$ cat src/rtl/keypad_entry_if.sv
// Bundles the scanner-facing key strobe and the application-facing
// entry/result signals of keypad_entry.
interface keypad_entry_if #(
  parameter int DIGITS  = 4,
  parameter int VALUE_W = 14,
  parameter int CNT_W   = 3
);
  logic [11:0]         scan_in;
  logic                valid_in;
  logic [4*DIGITS-1:0] bcd_out;
  logic [CNT_W-1:0]    digit_cnt;
  logic                busy;
  logic [VALUE_W-1:0]  value_out;
  logic                done;
  logic                err;

  // Key source / result consumer side
  modport master (
    output scan_in, valid_in,
    input  bcd_out, digit_cnt, busy, value_out, done, err
  );

  // keypad_entry side
  modport slave (
    input  scan_in, valid_in,
    output bcd_out, digit_cnt, busy, value_out, done, err
  );
endinterface

$ cat src/rtl/keypad_entry.sv
// Keypad digit entry: collects one-hot keys into a BCD buffer, and on '#'
// converts the buffer to binary one digit per cycle (most significant first).
module keypad_entry #(
  parameter int DIGITS  = 4,
  parameter int VALUE_W = 14,
  parameter int CNT_W   = 3
) (
  input logic          clk,
  input logic          rst,
  keypad_entry_if.slave bus
);
  typedef enum logic {ENTRY = 1'b0, CONV = 1'b1} state_t;

  state_t              state_q, state_d;
  logic [4*DIGITS-1:0] bcd_q, bcd_d;
  logic [CNT_W-1:0]    cnt_q, cnt_d;
  logic [CNT_W-1:0]    idx_q, idx_d;
  logic [VALUE_W-1:0]  acc_q, acc_d;
  logic [VALUE_W-1:0]  val_q, val_d;
  logic                busy_q, busy_d;
  logic                done_q, done_d;
  logic                err_q, err_d;

  logic                key_ok;
  logic [3:0]          dig;
  logic [3:0]          nib;
  logic [VALUE_W-1:0]  sum;

  // Key decode: exactly-one-hot test and digit encode of bits 0..9
  always_comb begin
    key_ok = (bus.scan_in != 12'h000) &&
             ((bus.scan_in & (bus.scan_in - 12'h001)) == 12'h000);
    dig = 4'd0;
    for (int i = 0; i < 10; i++)
      if (bus.scan_in[i]) dig = 4'(i);
  end

  // Conversion datapath: acc*10 + selected nibble, multiply as shift-add
  always_comb begin
    nib = bcd_q[{idx_q, 2'b00} +: 4];
    sum = (acc_q << 3) + (acc_q << 1) + VALUE_W'(nib);
  end

  // Next-state logic for the entry/convert FSM and all registered outputs
  always_comb begin
    state_d = state_q;
    bcd_d   = bcd_q;
    cnt_d   = cnt_q;
    idx_d   = idx_q;
    acc_d   = acc_q;
    val_d   = val_q;
    busy_d  = busy_q;
    done_d  = 1'b0;
    err_d   = 1'b0;
    case (state_q)
      ENTRY: begin
        if (bus.valid_in) begin
          if (!key_ok) begin
            err_d = 1'b1;
          end else if (bus.scan_in[11]) begin
            if (cnt_q == '0) begin
              err_d = 1'b1;
            end else begin
              state_d = CONV;
              busy_d  = 1'b1;
              acc_d   = '0;
              idx_d   = cnt_q - 1'b1;
            end
          end else if (bus.scan_in[10]) begin
            bcd_d = '0;
            cnt_d = '0;
          end else if (cnt_q == CNT_W'(DIGITS)) begin
            err_d = 1'b1;
          end else begin
            bcd_d = (bcd_q << 4) | (4*DIGITS)'(dig);
            cnt_d = cnt_q + 1'b1;
          end
        end
      end
      CONV: begin
        // Keys are refused while converting; conversion carries on regardless
        err_d = bus.valid_in;
        if (idx_q == '0) begin
          val_d   = sum;
          done_d  = 1'b1;
          bcd_d   = '0;
          cnt_d   = '0;
          busy_d  = 1'b0;
          state_d = ENTRY;
        end else begin
          acc_d = sum;
          idx_d = idx_q - 1'b1;
        end
      end
      default: state_d = ENTRY;
    endcase
  end

  // State register; reset also aborts a conversion without a done pulse
  always_ff @(posedge clk) begin
    if (rst) begin
      state_q <= ENTRY;
      bcd_q   <= '0;
      cnt_q   <= '0;
      idx_q   <= '0;
      acc_q   <= '0;
      val_q   <= '0;
      busy_q  <= 1'b0;
      done_q  <= 1'b0;
      err_q   <= 1'b0;
    end else begin
      state_q <= state_d;
      bcd_q   <= bcd_d;
      cnt_q   <= cnt_d;
      idx_q   <= idx_d;
      acc_q   <= acc_d;
      val_q   <= val_d;
      busy_q  <= busy_d;
      done_q  <= done_d;
      err_q   <= err_d;
    end
  end

  assign bus.bcd_out   = bcd_q;
  assign bus.digit_cnt = cnt_q;
  assign bus.busy      = busy_q;
  assign bus.value_out = val_q;
  assign bus.done      = done_q;
  assign bus.err       = err_q;
endmodule

$ cat src/flat_wrapper.sv
// flat-port wrapper written by rule: the top's interface ports become plain ports
module keypad_entry_flat 
#(
  parameter int DIGITS  = 4,
  parameter int VALUE_W = 14,
  parameter int CNT_W   = 3
)
  (clk, rst, bus_scan_in, bus_valid_in, bus_bcd_out, bus_digit_cnt, bus_busy, bus_value_out, bus_done, bus_err);
  keypad_entry_if #(.DIGITS(DIGITS), .VALUE_W(VALUE_W), .CNT_W(CNT_W)) bus_i ();
  input logic clk;
  input logic rst;
  input wire logic [$bits(bus_i.scan_in)-1:0] bus_scan_in;
  input wire logic [$bits(bus_i.valid_in)-1:0] bus_valid_in;
  output wire logic [$bits(bus_i.bcd_out)-1:0] bus_bcd_out;
  output wire logic [$bits(bus_i.digit_cnt)-1:0] bus_digit_cnt;
  output wire logic [$bits(bus_i.busy)-1:0] bus_busy;
  output wire logic [$bits(bus_i.value_out)-1:0] bus_value_out;
  output wire logic [$bits(bus_i.done)-1:0] bus_done;
  output wire logic [$bits(bus_i.err)-1:0] bus_err;
  assign bus_i.scan_in = bus_scan_in;
  assign bus_i.valid_in = bus_valid_in;
  assign bus_bcd_out = bus_i.bcd_out;
  assign bus_digit_cnt = bus_i.digit_cnt;
  assign bus_busy = bus_i.busy;
  assign bus_value_out = bus_i.value_out;
  assign bus_done = bus_i.done;
  assign bus_err = bus_i.err;
  keypad_entry #(.DIGITS(DIGITS), .VALUE_W(VALUE_W), .CNT_W(CNT_W)) u_core (.clk(clk), .rst(rst), .bus(bus_i));
endmodule
$ cat config.mk
export PLATFORM = sky130hd
export DESIGN_NAME = keypad_entry_flat
export DESIGN_NICKNAME = d
export VERILOG_FILES = /design/src/rtl/keypad_entry_if.sv /design/src/rtl/keypad_entry.sv /design/src/flat_wrapper.sv
export SDC_FILE = /design/constraint.sdc
export NUM_CORES = 1
export LEC_CHECK = 0
export BUFFER_PORTS_ARGS = -buffer_cell sky130_fd_sc_hd__buf_4
export CAP_MARGIN = 0
export CORE_UTILIZATION = 23
export DETAILED_ROUTE_END_ITERATION = 10
export PLACE_DENSITY = 0.48
export SLEW_MARGIN = 5
export SYNTH_ARGS = -nofsm -noshare
export SYNTH_HDL_FRONTEND = slang
export SYNTH_SLANG_ARGS = --single-unit
export TNS_END_PERCENT = 1
$ cat constraint.sdc
create_clock -name clk -period 4.85 [get_ports clk]
set_clock_uncertainty 0.2 [all_clocks]
set_input_delay 0.485 -clock clk [delete_from_list [all_inputs] [get_ports clk]]
set_output_delay 0.485 -clock clk [all_outputs]
set_load 0.05 [all_outputs]
# Word-level counts from Yosys, hierarchy flattened
# Index checks and enable logic that the tools add are counted.
[word_totals]
reg_bits = 53
latchBits = 0
mem_bits_rw = 0
romBits = 0
input_bits = 15
output_inout_bits = 36
word_cells = 93
memories = 0
[classes]
addsub = 6
n_mul = 0
div_mod_pow = 0
magnitude_cmp = 0
n_eq_ne = 9
n_shift = 1
mux = 55
bitwise_logic = 3
n_reduce_logical = 10
[ops]
columns = ["op", "n"]
rows = [
  ["$mux 16", 6],
  ["$mux 13", 5],
  ["$mux 3", 11],
  ["$mux 4", 8],
  ["$pmux 16 s2", 1],
  ["$pmux 13 s2", 1],
  ["$mux 1", 18],
  ["$or 16x4->16", 1],
  ["$shiftx 16x6->4", 1],
  ["$reduce_and 5->1", 3],
  ["$add 14x14->14", 1],
  ["$add 14x4->14", 1],
  ["$and 12x12->12", 1],
  ["$logic_not 12->1", 1],
  ["$ne 2x2->1 const B", 6],
  ["$pmux 3 s2", 2],
  ["$reduce_bool 12->1", 1],
  ["$sub 12x1->12 const B", 1],
  ["$logic_not 3->1", 2],
  ["$pmux 1 s2", 3],
  ["$sub 3x1->3 const B", 2],
  ["$add 3x1->3 const B", 1],
  ["$eq 3x3->1 const B", 1],
  ["$ne 3x3->1 const B", 1],
  ["5 further kinds", 5],
]

# Logic depth before layout (Yosys ltp)
# Gate-level depths: netlist (run 1).
[depth]
ltp_word = 16
mapped_depth = 14

# Worst setup path before layout (run 1)
# OpenSTA, ideal clock, no wires.
[synth_timing]
kind = "reg-to-reg"
start = "register u_core.idx_q[0]"
end = "register u_core.acc_q[12]"
setup_time_ns = 0.120
t_arrival_ns = 3.539
required_ns = 4.530
slack_ns = 0.991
path_stages_with_launch = 15
n_path_buf = 1
cell_sequence = "dfxtp_1 > clkbuf_1 > mux4_2 > and2_1 > ha_1 > ha_1 > inv_1 > fa_1 > nor2b_1 > o21ai_0 > a21oi_1 > a2111oi_0 > o21ai_0 > xor2_1 > a211o_1"
[synth_via]
elab_chain_len = 4
[synth_rtl]
columns = ["element", "line_no", "text"]
rows = [
  ["start: declaration", "keypad_entry.sv:17", "logic [CNT_W-1:0] idx_q, idx_d;"],
  ["start signal: assignment", "keypad_entry.sv:115", "idx_q <= idx_d;"],
  ["$shiftx 16x6->4", "keypad_entry.sv:40", "nib = bcd_q[{idx_q, 2'b00} +: 4];"],
  ["$add 14x4->14", "keypad_entry.sv:41", "sum = (acc_q << 3) + (acc_q << 1) + VALUE_W'(nib);"],
  ["$mux 13", "keypad_entry.sv:83", "if (idx_q == '0) begin"],
  ["$pmux 13 s2", "keypad_entry.sv:55", "case (state_q)"],
  ["end signal: assignment", "keypad_entry.sv:106", "acc_q <= '0;"],
  ["end signal: assignment", "keypad_entry.sv:116", "acc_q <= acc_d;"],
  ["end: declaration", "keypad_entry.sv:18", "logic [VALUE_W-1:0] acc_q, acc_d;"],
]
# Parallel ways exist; a longest one is shown, timed or not. The select of a mux whose other input is x is not followed.
# A chain may end at the register's enable or synchronous reset.

# Worst setup path after layout (run 1)
# Ends and elaborated chain as after synthesis.

==> results of run 1 <==
==> flip-flops by register name, indices dropped and copies added (netlist names) <==
name,flops
u_core.bus.done,1
u_core.acc_q,13
u_core.bus.bcd_out,16
u_core.idx_q,3
u_core.bus.digit_cnt,3
u_core.bus.busy,1
u_core.state_q,1
u_core.bus.value_out,14
u_core.bus.err,1
==> final cells by class <==
type,count,area share [%]
flip-flops and latches,53,27.7
repair buffers,53,10.4
multi-input cells,287,50.5
clock inverters,3,0.685
clock buffers,5,3.26
inverters,18,1.76
well taps,176,5.74
==> metrics by stage <==
stage	cells	total power [W]	setup WS [ns]	hold slack, ns	instance area, µm²
detailed placement	587	0.000488	0.691	0.252	3680
floorplan	377	0.000468	0.991	0.270	3150
global placement	587	0.000487	0.796	0.250	3680
global route	595	0.000879	0.428	0.280	3830
finish	595	0.000849	0.721	0.257	3830
CTS	595	0.000859	0.681	0.262	3830
==> worst min-delay path: stages, from the launching register on <==
cell	delay [ns]
dfxtp_1	0.31
nand2_1	0.05
a21oi_1	0.05
==> cell usage in the layout, fill, tap and decap left out, types with 4 or more instances in the layout <==
cell type / instances
a211o_1: 4
a211oi_1: 5
a21o_1: 6
a21oi_1: 35
buf_4: 53
clkbuf_16: 5
dfxtp_1: 53
ha_1: 25
inv_1: 18
mux2i_1: 19
nand2_1: 72
nand3_1: 5
nor2_1: 16
nor3_1: 12
o21ai_0: 19
xnor2_1: 12
==> per-layer routing <==
metal  part of all wire, %  vias to the layer above  global-route usage, %  wire (µm)
met1                    49                     1277                   15.1       3900
met5                     0                        -                      0          0
met2                    46                       55                   19.3       3690
li1                      -                     1417                      -          -
met4                  0.60                        0                   2.14         48
met3                   3.9                        5                   2.30        310
==> power by group <==
group	internal [W]	switching [W]
registers	0.000435	0.000000162
logic	0.0000151	0.0000271
clock network	0.000196	0.000176
==> cell families after synthesis <==
| group | after synthesis | share of synthesized area (%) |
|---|---|---|
| fa+ha+maj | 27 | 11.2 |
| xor+xnor | 14 | 3.90 |
| compound gates | 91 | 18.1 |
| buf+inv | 37 | 4.93 |
| simple gates | 132 | 19.6 |
| flops | 53 | 33.7 |
| mux | 23 | 8.55 |
==> worst min path at each step <==
| stage | start | endpoint | slack (ns) | cells after the start |
|---|---|---|---|---|
| floorplan | u_core.acc_q[7] | u_core.acc_q[7] | 0.27 | 2 |
| global placement | u_core.bus.value_out[9] | u_core.bus.value_out[9] | 0.25 | 2 |
| detailed placement | u_core.bus.value_out[8] | u_core.bus.value_out[8] | 0.25 | 2 |
| CTS | u_core.bus.value_out[8] | u_core.bus.value_out[8] | 0.26 | 2 |
| global route | u_core.bus.value_out[6] | u_core.bus.value_out[6] | 0.28 | 2 |
| finish | u_core.bus.value_out[8] | u_core.bus.value_out[8] | 0.26 | 2 |
==> summary.md, run 1 <==
| Metric | Value |
|---|---|
| Status | complete, no violations |
| Synth unique cells | 50 |
| Slowest-stage cell, CP | a2111oi_0 |
| Synth top area cells | dfxtp_1 (34%), ha_1 (9.9%), nand2_1 (8.6%) |
| RR Startpoint | u_core.idx_q[0] |
| Ys flop type | dfxtp_1 |
| Worst-margin pin slew | 1.12 ns |
| Setup TNS | 0 ns |
| Synth top area share | 33.7% |
| Core Rows | 42 |
| R2R Setup Slk | 0.72 ns |
| # hold bufs at CTS | 0 |
| Initial antenna violation count | 0 |
| CP required | 4.84 ns |
| Hold WC Path Type | flop to flop |
| Total number of vias | 2754 |
| CP startpoint kind | flop |
| Postcts setup bufs | 0 |
| Top Ports | 51 |
| R2r endpoint | u_core.acc_q[12] |
| Layout area overhead | 21.8% |
| Area occupied by multi-input gates | 1940 µm² |
| Post_cts resized | 0 |
| Clock Latency Late Sink | 0.29 ns |
| DR vias/cell | 4.63 |
| H-tree depth | 2 |
| Pin count of the biggest net entering global routing | 42 |
| Critical path endpoint category | flop |
| Crit. Startpoint | u_core.idx_q[0] |
| Async SR Flop Fraction | 0% |
| Worst VDD drop | 0.000142 V |
| # fillers | 1433 |
| DIE WIDTH | 119 µm |
| Num CTS Buffers | 5 |
| Clk pin slew, worst setup/hold paths | 0.08 ns |
| Average wire per standard cell | 13.4 µm |
| Clock sinks | 53 |
| GRT Util Overall | 11.4% |
| Drt drc | 0 |
| Clk root buf | clkbuf_16 |
| Mean Syn Cell Area | 8.35 µm² |
| Post-Syn Area | 3150 µm² |
| Die height | 119 µm |
| Final Cycle Share | 85.1% |
| Synthesized flop and latch total | 53 |
| Post-synth top cells | nand2_1 (72), dfxtp_1 (53), a21oi_1 (35) |
| Fraction of layout cells with a size suffix above 1 | 16.9% |
| Critical Path End | u_core.acc_q[12] |
| I/O Buffers | 50 |
| Diodes inserted | 0 |
| EDFF count, synth | 0 |
| Post-DP HPWL | 5.91 mm |
| Congestion Overflow GR | 0 |
| Slew Limit Fails | 0 |
| 1st-iter DRT viols | 104 |
| Initial Utilization | 23.7% |
| Crit path kind | flop to flop |
| DR pass1 iterations | 4 |
| Die ar. | 14200 µm² |
| Slew headroom | 25.0% |
| Pwr dens | 222 nW/µm² |
| Clock Path Buffers | 2 |
| Fmax | 0.242 GHz |
| Number of nets with antenna violations after routing | 0 |
| Sequential-to-total area share from yosys stat | 33.7% |
| Register area | 1060 µm² |
| Vias in the first global route | 2673 |
| CP top delay family | compound AO/OA/AOI/OAI gates |
| Max-Cap Viols | 0 |
| Count of buffer and inverter cells on the critical path | 1 |
| Synth area leader | dfxtp_1 |
| Final Hold Fails | 0 |
| CTS tree | yes |
| Most numerous cell in the Yosys netlist | nand2_1 |
| Gate count of the mapped netlist | 377 |
| Yosys warnings | 0 |
| Final nets | 460 |
| Worst Reg2Reg Path Length in Cells | 13 |
| First-pass GRT wire length | 13.3 mm |
| Setup violators final | 0 |
| Worst Path Arrival | 4.12 ns |
| Final Wtd Congestion | 0.800 |
| Max stage delay on crit path | 0.61 ns |
| Fin util | 28.8% |
| Period minus WS final | 4.13 ns |
| Final WL | 7.94 mm |
| RSZ-0062 raised after global routing | no |
| Leak Pwr | 1.57 nW |
| Syn nets | 419 |
| Worst path cell trace | mux4_2, and2_1, ha_1, ha_1, inv_1, fa_1, nor2b_1, o21ai_0, a21oi_1, a2111oi_0, o21ai_0, xor2_1, a211o_1 |
| Crit path depth | 13 |
| CORE AREA | 13300 µm² |
| Crit path max fanout | 9 |
No activity file was read; power rests on OpenSTA's default activity.
==> run 2, diff against run 1 <==
--- a/config.mk
+++ b/config.mk
@@ -9,7 +9,7 @@
 export CAP_MARGIN = 0
 export CORE_UTILIZATION = 23
 export DETAILED_ROUTE_END_ITERATION = 10
-export PLACE_DENSITY = 0.48
+export PLACE_DENSITY = 0.35
 export SLEW_MARGIN = 5
 export SYNTH_ARGS = -nofsm -noshare
 export SYNTH_HDL_FRONTEND = slang
==> summary.md, run 2 (synthesis results as in run 1) <==
| Metric | Value |
|---|---|
| Clk root buf | clkbuf_16 |
| Most frequent cells in the layout | nand2_1 (72), buf_4 (53), dfxtp_1 (53) |
| Total number of vias | 2807 |
| Die ar. | 14200 µm² |
| DP Cell Count | 587 |
| CTS tree | yes |
| Max-Cap Viols | 0 |
| Period minus WS final | 4.15 ns |
| Final Hold Fails | 0 |
| Num CTS Buffers | 5 |
| Worst Path Arrival | 4.15 ns |
| Post_cts resized | 0 |
| CP top delay family | compound AO/OA/AOI/OAI gates |
| Die height | 119 µm |
| Drt drc | 0 |
| Setup violators final | 0 |
| Top Ports | 51 |
| Setup TNS | 0 ns |
| CORE AREA | 13300 µm² |
| I/O Buffers | 50 |
| Core Rows | 42 |
| GRT Util Overall | 13.0% |
| CP required | 4.84 ns |
| Power, Total | 0.000853 W |
| Crit path kind | flop to flop |
| Status | complete, no violations |
| Initial antenna violation count | 0 |
| Hold WC Path Type | flop to flop |
| R2R Setup Slk | 0.70 ns |
| DR pass1 iterations | 4 |
| Final Wtd Congestion | 0.705 |
| Most common cell after layout, fill and taps aside | nand2_1 |
| DP Area | 3690 µm² |
| Largest register FFs | 16 |
| H-tree depth | 2 |
| Final nets | 460 |
| RSZ-0062 raised after global routing | no |
| Crit path max fanout | 9 |
| Final WS setup | 0.695 ns |
| Critical path endpoint category | flop |
| Layout area overhead | 21.9% |
| Pre-CTS setup slack | 0.663 ns |
| # fillers | 1434 |
| Final Cycle Share | 85.7% |
| # hold bufs at CTS | 0 |
| CP startpoint kind | flop |
| DR vias/cell | 4.72 |
| Count of buffer and inverter cells on the critical path | 1 |
| Clock sinks | 53 |
| Pwr dens | 222 nW/µm² |
| Congestion Overflow GR | 0 |
| Initial Utilization | 23.7% |
| Clock Path Buffers | 2 |
| Worst VDD drop | 0.000119 V |
| Finished Layout Cells | 595 |
| Post-route cell area | 3840 µm² |
| Slew Limit Fails | 0 |
| Vias in the first global route | 2740 |
| Clk pin slew, worst setup/hold paths | 0.08 ns |
| Slew headroom | 42.4% |
| Worst-margin pin slew | 0.862 ns |
| Final WL | 8.79 mm |
| First-pass GRT wire length | 14.6 mm |
| Diodes inserted | 0 |
| Pin count of the biggest net entering global routing | 42 |
| Worst path cell trace | mux4_2, and2_1, ha_1, ha_1, inv_1, fa_1, nor2b_1, o21ai_0, a21oi_1, a2111oi_0, o21ai_0, xor2_1, a211o_1 |
| Average wire per standard cell | 14.8 µm |
| DIE WIDTH | 119 µm |
| Post-DP HPWL | 6.35 mm |
| 1st-iter DRT viols | 101 |
| Postcts setup bufs | 0 |
| Max stage delay on crit path | 0.63 ns |
| Fraction of layout cells with a size suffix above 1 | 17.2% |
| Fmax | 0.241 GHz |
| Clock Latency Late Sink | 0.30 ns |
| Leak Pwr | 1.56 nW |
| Slowest-stage cell, CP | a2111oi_0 |
| Number of nets with antenna violations after routing | 0 |
run 2: final cells by class:
class	count	area [µm²]	share of cell area (%)
Tap cell	176	220	5.74
Sequential cell	53	1060	27.6
Timing Repair Buffer	53	398	10.4
Clock inverter	3	21.3	0.554
Multi-Input combinational cell	287	1940	50.7
Clock buffer	5	125	3.26
Inverter	18	67.6	1.76
run 2: stage by stage:
stage / hold slack (ns) / utilization (%)
floorplan: 0.270 / -
global placement: 0.250 / 27.8
detailed placement: 0.250 / 27.8
CTS: 0.254 / 28.9
global route: 0.259 / 28.9
finish: 0.256 / 28.9
run 2: power by group:
part / internal, W / switching (W) / leakage (nW) / total (W)
clock network: 0.000193 / 0.000181 / 0.0702 / 0.000374
logic: 0.0000156 / 0.0000282 / 1.07 / 0.0000438
registers: 0.000435 / 0.000000103 / 0.427 / 0.000435
run 2: final timing paths:
path                                         startpoint                       to  cells past startpoint
worst max-delay path                    u_core.idx_q[0]         u_core.acc_q[12]                     13
worst min-delay path            u_core.bus.value_out[6]  u_core.bus.value_out[6]                      2
worst max register to register          u_core.idx_q[0]         u_core.acc_q[12]                     13
worst min register to register  u_core.bus.value_out[6]  u_core.bus.value_out[6]                      2
run 2: worst min-delay path, stage by stage, from the launching register on:
cell	delay (ns)
dfxtp_1	0.31
nand2_1	0.05
a21oi_1	0.05
run 2: routing by layer:
| layer | up-vias | GRT usage [%] | wire [µm] |
|---|---|---|---|
| li1 | 1417 | - | - |
| met1 | 1343 | 17.0 | 4310 |
| met2 | 41 | 21.3 | 4100 |
| met3 | 6 | 3.40 | 304 |
| met4 | 0 | 2.69 | 78 |
| met5 | - | 0 | 0 |
==> run 3, diff against run 2 <==
--- a/config.mk
+++ b/config.mk
@@ -9,6 +9,7 @@
 export CAP_MARGIN = 0
 export CORE_UTILIZATION = 23
 export DETAILED_ROUTE_END_ITERATION = 10
+export GPL_TIMING_DRIVEN = 0
 export PLACE_DENSITY = 0.35
 export SLEW_MARGIN = 5
 export SYNTH_ARGS = -nofsm -noshare
==> summary.md, run 3 (synthesis results as in run 1) <==
| Metric | Value |
|---|---|
| Most frequent cells in the layout | nand2_1 (72), dfxtp_1 (53), buf_4 (49) |
| Pin count of the biggest net entering global routing | 17 |
| Die height | 119 µm |
| Core Rows | 42 |
| DR vias/cell | 4.63 |
| Average wire per standard cell | 15.1 µm |
| Final nets | 475 |
| Final Wtd Congestion | 0.760 |
| RSZ-0062 raised after global routing | no |
| Worst path cell trace | clkbuf_1, mux4_2, and2_1, ha_1, ha_1, inv_1, fa_1, nor2b_1, o21ai_0, a21oi_1, a2111oi_1, o21ai_0, xor2_1, a211o_1 |
| Hold WC Path Type | flop to flop |
| Leak Pwr | 1.56 nW |
| Drt drc | 0 |
| Final Cycle Share | 92.4% |
| Setup violators final | 0 |
| Layout area overhead | 23.3% |
| Most common cell after layout, fill and taps aside | nand2_1 |
| Total number of vias | 2822 |
| # hold bufs at CTS | 0 |
| DR pass1 iterations | 4 |
| Clock Latency Late Sink | 0.30 ns |
| Final Hold Fails | 0 |
| RR Startpoint | u_core.idx_q[0] |
| CP required | 4.84 ns |
| Initial antenna violation count | 0 |
| Vias in the first global route | 2769 |
| Clock sinks | 53 |
| Crit path kind | flop to flop |
| Fin util | 29.2% |
| GRT Util Overall | 13.4% |
| Max-Cap Viols | 0 |
| Die ar. | 14200 µm² |
| Clock Path Buffers | 2 |
| Critical Path End | u_core.acc_q[12] |
| Fmax | 0.223 GHz |
| Number of nets with antenna violations after routing | 0 |
| Hold slack | 0.257 ns |
| DIE WIDTH | 119 µm |
| Diodes inserted | 0 |
| Pwr dens | 220 nW/µm² |
| Post-DP HPWL | 6.95 mm |
| Period minus WS final | 4.48 ns |
| Slew headroom | 20.5% |
| R2r endpoint | u_core.acc_q[12] |
| CORE AREA | 13300 µm² |
| Initial Utilization | 23.7% |
| CTS tree | yes |
| Slew Limit Fails | 0 |
| Congestion Overflow GR | 0 |
| Clk root buf | clkbuf_16 |
| 1st-iter DRT viols | 67 |
| Slowest-stage cell, CP | a2111oi_1 |
| Clk pin slew, worst setup/hold paths | 0.07 ns |
| Status | complete, no violations |
| Worst Reg2Reg Path Length in Cells | 14 |
| Crit. Startpoint | u_core.idx_q[0] |
| Setup TNS | 0 ns |
| R2R Setup Slk | 0.37 ns |
| Final WL | 9.21 mm |
| Fraction of layout cells with a size suffix above 1 | 15.2% |
| I/O Buffers | 49 |
| Critical path endpoint category | flop |
| H-tree depth | 2 |
| Worst-margin pin slew | 1.18 ns |
| Postcts setup bufs | 0 |
| Largest register FFs | 16 |
| First-pass GRT wire length | 14.7 mm |
| Max stage delay on crit path | 0.64 ns |
| Worst VDD drop | 0.000122 V |
| Crit path max fanout | 9 |
| Worst Path Arrival | 4.47 ns |
| Top Ports | 51 |
| Num CTS Buffers | 5 |
| CP startpoint kind | flop |
[run 3: metrics by stage]
| stage | area [µm²] | std cells | worst slack (ns) | total power (W) |
|---|---|---|---|---|
| 2_1_floorplan | 3150 | 377 | 0.991 | 0.000468 |
| 3_3_place_gp | 3740 | 602 | 0.104 | 0.000492 |
| 3_5_place_dp | 3740 | 602 | 0.127 | 0.000492 |
| 4_1_cts | 3880 | 610 | 0.111 | 0.000869 |
| 5_1_grt | 3880 | 610 | 0.0652 | 0.000891 |
| 6_report | 3880 | 610 | 0.369 | 0.000853 |
[run 3: final cells by class]
| type | instances | area, µm² |
|---|---|---|
| Buffer | 19 | 87.6 |
| Clock buffer | 6 | 129 |
| Clock inverter | 2 | 15.0 |
| Fill cell | 1481 | 9410 |
| Inverter | 18 | 67.6 |
| Multi-Input combinational cell | 287 | 1930 |
| Sequential cell | 53 | 1060 |
| Tap cell | 176 | 220 |
| Timing Repair Buffer | 49 | 368 |
[run 3: how the worst min path moves through the flow]
stage,from,end,slack [ns],cells after the start
floorplan,u_core.acc_q[7],u_core.acc_q[7],0.27,2
global placement,u_core.bus.value_out[5],u_core.bus.value_out[5],0.25,2
detailed placement,u_core.bus.value_out[9],u_core.bus.value_out[9],0.25,2
CTS,bus_valid_in,u_core.bus.err,0.26,2
global route,bus_valid_in,u_core.bus.err,0.26,2
finish,u_core.bus.value_out[9],u_core.bus.value_out[9],0.26,2
[run 3: what timing repair did]
action	CTS	global route
endpoints found under the hold margin	0	0
resized for setup	0	1
setup endpoints to repair	0	2
[run 3: power breakdown]
group          internal [W]  leakage, nW  total [W]  switching, W
Clock              0.000192       0.0631   0.000372      0.000179
Sequential         0.000435        0.427   0.000435   0.000000108
Combinational     0.0000158         1.07  0.0000458     0.0000300
[run 3: worst max-delay path: cells and delay by family, from the launching register on]
family	cells	cell delay, ns
adder cells (fa/ha/maj)	3	0.71
multiplexers	1	0.60
flip-flops	1	0.31
AO/OA/AOI/OAI	5	1.59
buffers and inverters	2	0.50
XOR/XNOR	1	0.21
AND/OR/NAND/NOR	2	0.26
[run 3: metal layers]
| layer | track usage (%) | share of wire, % |
|---|---|---|
| met1 | 16.9 | 48 |
| met2 | 22.9 | 47 |
| met3 | 3.11 | 3.7 |
| met4 | 3.56 | 0.64 |
| met5 | 0 | 0 |
